`src/rtl/seg_scan_driver.sv`:
```
// seg_scan_driver: time-multiplexed scanner for a four-digit common-anode
// seven-segment display. A 16-bit hex value and four decimal-point requests
// are captured into a shadow register on load. They are copied into the
// display register only at the end of a full frame, so a value never tears
// across digits. Anode enables rotate AN0..AN3, and each slot starts with
// a blanking gap to suppress ghosting.
//
// Optional build macro: LEADING_ZERO_BLANK_EN. When it is defined, leading
// zero digits (3..1) are kept dark unless their decimal point is requested.
//
// Interface semantics: load is a single-cycle capture strobe with no ready.
// Every cycle in which load is high overwrites the shadow register. On the
// frame-boundary cycle, a load bypasses the shadow and goes straight into
// the display register. All outputs are registered and present a new value
// every clock.
module seg_scan_driver #(
  parameter int REFRESH_DIV  = 100000,
  parameter int BLANK_CYCLES = 1000
) (
  input  logic        clk,
  input  logic        reset_n,
  input  logic [15:0] value,
  input  logic        load,
  input  logic [3:0]  dp_in,
  output logic [3:0]  nibble,
  output logic [3:0]  enable,
  output logic        dp,
  output logic [1:0]  digit_idx
);

  localparam int CNT_W = (REFRESH_DIV > 1) ? $clog2(REFRESH_DIV) : 1;
  localparam logic [CNT_W-1:0] CNT_LAST  = CNT_W'(REFRESH_DIV - 1);
  localparam logic [CNT_W-1:0] BLANK_LIM = CNT_W'(BLANK_CYCLES);

  // scan position
  logic [CNT_W-1:0] cnt_q, cnt_d;
  logic [1:0]       dig_q, dig_d;

  // captured and displayed data
  logic [15:0] shadow_q, shadow_d;
  logic [3:0]  shadow_dp_q, shadow_dp_d;
  logic [15:0] display_q, display_d;
  logic [3:0]  display_dp_q, display_dp_d;

  // registered outputs
  logic [3:0] enable_q, enable_d;
  logic [3:0] nibble_q, nibble_d;
  logic       dp_q, dp_d;
  logic [1:0] digit_idx_q, digit_idx_d;

  logic cnt_last;
  logic frame_end;
  logic in_blank;
  logic suppress;

  // Blanking window at the start of each slot; no window at all when zero.
  generate
    if (BLANK_CYCLES == 0) begin : g_no_blank
      assign in_blank = 1'b0;
    end else begin : g_blank
      assign in_blank = (cnt_q < BLANK_LIM);
    end
  endgenerate

`ifdef LEADING_ZERO_BLANK_EN
  // Dark leading-zero digits, judged from the frame-stable display register.
  always_comb begin
    suppress = 1'b0;
    case (dig_q)
      2'd1:    suppress = (display_q[15:4]  == 12'h000) && !display_dp_q[1];
      2'd2:    suppress = (display_q[15:8]  == 8'h00)   && !display_dp_q[2];
      2'd3:    suppress = (display_q[15:12] == 4'h0)    && !display_dp_q[3];
      default: suppress = 1'b0;
    endcase
  end
`else
  assign suppress = 1'b0;
`endif

  // Prescaler and digit rotation; frame ends on the last cycle of digit 3.
  always_comb begin
    cnt_last  = (cnt_q == CNT_LAST);
    frame_end = cnt_last && (dig_q == 2'd3);
    cnt_d     = cnt_last ? '0 : cnt_q + CNT_W'(1);
    dig_d     = cnt_last ? dig_q + 2'd1 : dig_q;
  end

  // Shadow capture on load; display refresh only at the frame boundary,
  // with the same-cycle load taking precedence over the shadow.
  always_comb begin
    shadow_d     = shadow_q;
    shadow_dp_d  = shadow_dp_q;
    display_d    = display_q;
    display_dp_d = display_dp_q;
    if (load) begin
      shadow_d    = value;
      shadow_dp_d = dp_in;
    end
    if (frame_end) begin
      display_d    = load ? value : shadow_q;
      display_dp_d = load ? dp_in : shadow_dp_q;
    end
  end

  // Next output values from the current scan position and display contents.
  always_comb begin
    digit_idx_d = dig_q;
    case (dig_q)
      2'd0:    nibble_d = display_q[3:0];
      2'd1:    nibble_d = display_q[7:4];
      2'd2:    nibble_d = display_q[11:8];
      default: nibble_d = display_q[15:12];
    endcase
    if (in_blank || suppress) begin
      enable_d = 4'b1111;
    end else begin
      enable_d = ~(4'b0001 << dig_q);
    end
    // The decimal point is held off while all anodes are off.
    dp_d = in_blank ? 1'b1 : ~display_dp_q[dig_q];
  end

  // State and output registers with asynchronous active-low reset.
  always_ff @(posedge clk or negedge reset_n) begin
    if (!reset_n) begin
      cnt_q        <= '0;
      dig_q        <= 2'd0;
      shadow_q     <= 16'h0000;
      shadow_dp_q  <= 4'h0;
      display_q    <= 16'h0000;
      display_dp_q <= 4'h0;
      enable_q     <= 4'b1111;
      nibble_q     <= 4'h0;
      dp_q         <= 1'b1;
      digit_idx_q  <= 2'd0;
    end else begin
      cnt_q        <= cnt_d;
      dig_q        <= dig_d;
      shadow_q     <= shadow_d;
      shadow_dp_q  <= shadow_dp_d;
      display_q    <= display_d;
      display_dp_q <= display_dp_d;
      enable_q     <= enable_d;
      nibble_q     <= nibble_d;
      dp_q         <= dp_d;
      digit_idx_q  <= digit_idx_d;
    end
  end

  assign enable    = enable_q;
  assign nibble    = nibble_q;
  assign dp        = dp_q;
  assign digit_idx = digit_idx_q;

endmodule
```
`config.mk`:
```
export PLATFORM = sky130hd
export DESIGN_NAME = seg_scan_driver
export DESIGN_NICKNAME = d
export VERILOG_FILES = /design/src/rtl/seg_scan_driver.sv
export SDC_FILE = /design/constraint.sdc
export NUM_CORES = 1
export LEC_CHECK = 0
export CAP_MARGIN = 20
export CORE_UTILIZATION = 45
export CTS_BUF_LIST = sky130_fd_sc_hd__clkbuf_16
export CTS_CLUSTER_SIZE = 25
export DETAILED_ROUTE_END_ITERATION = 16
export PLACE_DENSITY = 0.63
export SLEW_MARGIN = 20
export SYNTH_ARGS = -nofsm -noshare
export SYNTH_HDL_FRONTEND = slang
export SYNTH_SLANG_ARGS = --single-unit
```
`constraint.sdc`:
```
create_clock -name clk -period 2.4 [get_ports clk]
set_input_delay 0.24 -clock clk [delete_from_list [all_inputs] [get_ports clk]]
set_output_delay 0.24 -clock clk [all_outputs]
set_load 0.005 [all_outputs]
```
After elaboration in Yosys (flattened, before gate mapping)
Index checks and enable logic that the tools add are counted.
- bitwise gates (word level): 2
- multiply operators: 0
- reductions and logical operators: 2
- $lt $le $gt $ge: 2
- shifts and indexed selects: 1
- muxes and demuxes: 8
- eq/ne operators: 4
- div/mod/pow operators: 0
- add/subtract/negate cells: 2
- operators with widths (cell ; number):
    adder 17 x 1 -> 17 bit (second input constant) ; 1
    == test 17 bit (second input constant) ; 1
    < comparator 17 x 10 -> 1 bit (second input constant) ; 1
    2-to-1 mux 17 bit ; 1
    2-to-1 mux 16 bit ; 1
    case mux 4 bit (3 select lines) ; 1
    2-to-1 mux 4 bit ; 2
    == test 2 bit (second input constant) ; 2
    NOT 4 bit ; 1
    << shifter 1 x 2 -> 4 bit (first input constant) ; 1
    < comparator 2 x 3 -> 1 bit (second input constant) ; 1
    adder 2 x 1 -> 2 bit (second input constant) ; 1
    binary-select mux 1 bit (select 2 bit) ; 1
    == test 2 x 1 -> 1 bit (second input constant) ; 1
    zero test 2 bit ; 1
    2-to-1 mux 1 bit ; 2
    logical AND 1 bit ; 1
    NOT 1 bit ; 1
- logic and storage cells: 31
- flip-flop bits (word level): 70
- memories: 0
- output and inout bits: 11
- memory bits (read-only): 0
- bits in latches: 0
- bits in writable memories: 0
- input bits: 23

Depth between registers and ports, before layout
- depth in word-level cells: 4
- depth in mapped cells: 6
- depth with buffers taken out: 5

Worst setup path before layout
Ideal clock, no wire load.
- path type: register to register
- from: register cnt_q[0]
- to: register display_dp_q[0]
- clock period less this slack: 1.810 ns
- path buffers: 1
- stages on the path, launching flop included: 7
- data arrival time: 1.684 ns
- setup time: 0.125 ns
- required time: 2.275 ns
- slack: 0.590 ns
- path through: dfrtp_1 > ha_1 > and4_2 > nand4_4 > or2_4 > buf_6 > mux2_4
- longest elaborated chain between the ends: 2
- ends and longest elaborated chain (item ; RTL line ; RTL):
    start, declared ; 36 ; logic [CNT_W-1:0] cnt_q, cnt_d;
    start signal, assigned ; 137 ; cnt_q <= cnt_d;
    == test 17 bit ; 82 ; cnt_last = (cnt_q == CNT_LAST);
    logical AND 1 bit ; 83 ; frame_end = cnt_last && (dig_q == 2'd3);
    end signal, assigned ; 142 ; display_dp_q <= display_dp_d;
    end, declared ; 43 ; logic [3:0] display_dp_q, display_dp_d;
No other way between the ends.
A chain may end at the register's enable or synchronous reset.

Worst setup path after layout
- from: register cnt_q[0]
- to: register display_q[10]
- longest elaborated chain between the ends: 2
- ends and longest elaborated chain (item ; RTL line ; RTL):
    == test 17 bit ; 82 ;
    logical AND 1 bit ; 83 ;
    end signal, assigned ; 141 ; display_q <= display_d;
    end, declared ; 42 ; logic [15:0] display_q, display_d;
No other way between the ends.

==> impl_metrics.env <==
export IMPL_final_util_pct=57.92
export IMPL_post_cts_resized=0
export IMPL_ys_seq_area_share_pct=58.37
export IMPL_leakagePower_nw=1.662
export IMPL_numPortBuffers=33
export IMPL_rsz0062_at_grt="false"
export IMPL_syn_area_mm2=0.003012
export IMPL_worstPathRequired_ns=2.61
export IMPL_r2r_cells=5
export IMPL_io_pins=34
export IMPL_die_h_um=83.81
export IMPL_cp_end_kind="register"
export IMPL_synthDominantCellAreaShare_pct=54.01
export IMPL_pre_cts_slack_ns=0.4477
export IMPL_overflow=0
export IMPL_synth_common_cells="dfrtp_1 (65), mux2_2 (21), mux2_4 (20)"
export IMPL_synth_simple_gate_area_share_pct=10.55
export IMPL_crit_fanout=20
export IMPL_drv_slew=0
export IMPL_clock_latency_ns=0.33
export IMPL_wl_per_cell_um=16.16
export IMPL_syn_to_final_growth_pct=23.51
export IMPL_vias=1766
export IMPL_fmaxAchievable_ghz=0.5103
export IMPL_cts_inserted_buffers=9
export IMPL_yosysWarnings=0
export IMPL_synth_compound_area_share_pct=1.786
export IMPL_finalHoldViolations=0
export IMPL_start_util_pct=46.89
export IMPL_synth_avg_cell_area_um2=14.41
export IMPL_coreArea_mm2=0.006422
export IMPL_cp_arrival_ns=2.17
export IMPL_synthAdderAreaFrac_pct=2.493
export IMPL_drt_iter0_markers=91
export IMPL_min_period_ns=1.960
export IMPL_synthTopCellsByArea="dfrtp_1 (54%), mux2_4 (10%), mux2_2 (7.9%), dfstp_2 (4.4%), xnor2_1 (2.9%)"
export IMPL_routed_wl_mm=5.349
export IMPL_status="complete, but fails checks"
export IMPL_ys_seq_elements=70
export IMPL_start_kind="register"
export IMPL_setup_violations_final=0
export IMPL_globalplace_congestion=0.7991
export IMPL_cts_tree="done"
export IMPL_synth_edff_count=0
export IMPL_synth_xor_area_share_pct=4.362
export IMPL_synth_top_family_by_area="multiplexers"
export IMPL_power_density_mw_per_mm2=751.4
export IMPL_worstHoldPathType="in2async"
export IMPL_antenna_found_initial=0
export IMPL_cp_slowest_stage_delay_ns=0.42
export IMPL_drtAntennaViolNets=0
export IMPL_rrSetupSlack_ns=0.44
export IMPL_cts_setup_buffers=0
export IMPL_synth_mux_area_share_pct=19.90
export IMPL_reg2reg_from="cnt_q[0]"
export IMPL_nNetsFinal=278
export IMPL_grt_pass1_wl_mm=8.935
export IMPL_drc=5
export IMPL_hold_buffers=0
export IMPL_synthCells=209
export IMPL_ys_flop_type="dfrtp_1"
export IMPL_synth_most_common_cell="dfrtp_1"
export IMPL_clk_pin_slew_ns=0.06
export IMPL_synthArstFlopShare_pct=100.0
export IMPL_cp_slowest_cell="or2_4"
export IMPL_first_pass_iters=12
export IMPL_die_area_mm2=0.007023
export IMPL_path_delay_family="simple AND/OR/NAND/NOR gates"
export IMPL_slew_headroom_pct=43.81
export IMPL_r2r_end="display_q[10]"
export IMPL_grt_pass1_vias=1779
export IMPL_fin_crit_sh_pct=81.65
export IMPL_grt_max_degree=71
export IMPL_clockBufferDepth=2
export IMPL_ys_types=33
export IMPL_synth_nets=238
export IMPL_via_per_inst=5.335
export IMPL_fin_skew_ns=0.004795
export IMPL_htreeDepth=3
export IMPL_crit_type="reg2reg"
export IMPL_cts_num_sinks=70
export IMPL_path_buf_inv=0
export IMPL_drive_gt1_share_pct=27.56
export IMPL_fin_ws_ns=0.4404
export IMPL_std_cell_rows=29
export IMPL_antenna_cells=0
export IMPL_fill_cells=517
export IMPL_root_buffer="clkbuf_16"
export IMPL_dp_hpwl_mm=3.487
export IMPL_fp_dieW_um=83.81
export IMPL_maxCapViolCount=0
export IMPL_crit_chain="ha_1 > and4_2 > nand4_4 > or2_4 > mux2_4"
export IMPL_violations="design-rule violations"
export IMPL_track_usage_pct=16.83
export IMPL_synth_area_leader_cell="dfrtp_1"
export IMPL_tightestPinTransition_ns=0.8429
export IMPL_peakVddDrop_uv=392.3
export IMPL_setup_tns_ns=0
report_power, final:
group,total [W],internal (W),switching [W]
Combinational,0.000157,0.0000956,0.0000611
Sequential,0.00125,0.00124,0.0000189
Clock,0.00138,0.000901,0.000483
layout by cell type, fill, tap and decap left out, types with 2 or more instances in the layout:
cell type	Yosys	final
dfrtp_1	65	65
clkdlybuf4s50_1	0	32
mux2_2	21	21
mux2_4	20	20
nor2_1	12	12
nand2_1	10	10
xnor2_1	10	10
clkbuf_16	0	9
nand3_1	8	8
inv_1	7	7
ha_1	6	6
nor3_1	5	5
nand4_1	5	5
xor2_1	5	5
dfstp_2	5	5
a222oi_1	4	4
mux2i_1	4	4
buf_4	0	3
and4_1	2	2
clkinv_1	0	2
bufinv_16	0	2
state kept, by name, indices dropped and copies added (netlist names):
register and count:
enable 4, display_q 16, cnt_q 17, nibble 4, display_dp_q 4, dp 1
dig_q 2, shadow_q 16, digit_idx 2, shadow_dp_q 4
worst max path at each step:
stage	slack [ns]	to	cells past startpoint	from
3_5_place_dp	0.45	display_q[10]	5	cnt_q[0]
5_1_grt	0.38	display_q[10]	5	cnt_q[0]
4_1_cts	0.44	display_q[10]	5	cnt_q[0]
2_1_floorplan	0.59	display_dp_q[0]	6	cnt_q[0]
3_3_place_gp	0.50	display_q[14]	5	cnt_q[0]
6_report	0.44	display_q[10]	5	cnt_q[0]
cells by family after synthesis:
kind of cell / count (synthesis)
muxes: 46
and+or+nand+nor: 52
buffers and inverters: 14
adders and majority gates: 6
DFF: 70
AOI/OAI and AO/OA: 6
xor gates and xnor gates: 15
per-stage QoR:
| step | hold slack [ns] | std cells | total power [W] | instance area, um^2 |
|---|---|---|---|---|
| 6_report | 0.09940 | 331 | 0.002795 | 3720 |
| 3_3_place_gp | 0.4698 | 315 | 0.001430 | 3406 |
| 3_5_place_dp | 0.4777 | 315 | 0.001436 | 3406 |
| 5_1_grt | 0.1887 | 331 | 0.002900 | 3720 |
| 2_1_floorplan | -0.05559 | 209 | 0.001348 | 3012 |
| 4_1_cts | 0.1437 | 331 | 0.002832 | 3720 |
cell type report:
cell class                 instances  area [um^2]  area share [%]
sequential                        70         1758           47.26
multi-input combinational        125         1177           31.65
timing repair buffer              36        347.8           9.351
clock buffer                       9        225.2           6.054
tap                               77        96.34           2.590
clock inverter                     7        88.84           2.388
inverter                           7        26.28          0.7064
per-layer routing:
layer  track usage, %  vias up  part of all wire [%]
li1                 -      820                     -
met1            22.46      890                    47
met2            25.34       48                    48
met3            5.143        8                   4.1
met4            7.524        0                   1.7
met5                0        -                     0
Power figures use the tool's default switching activity.
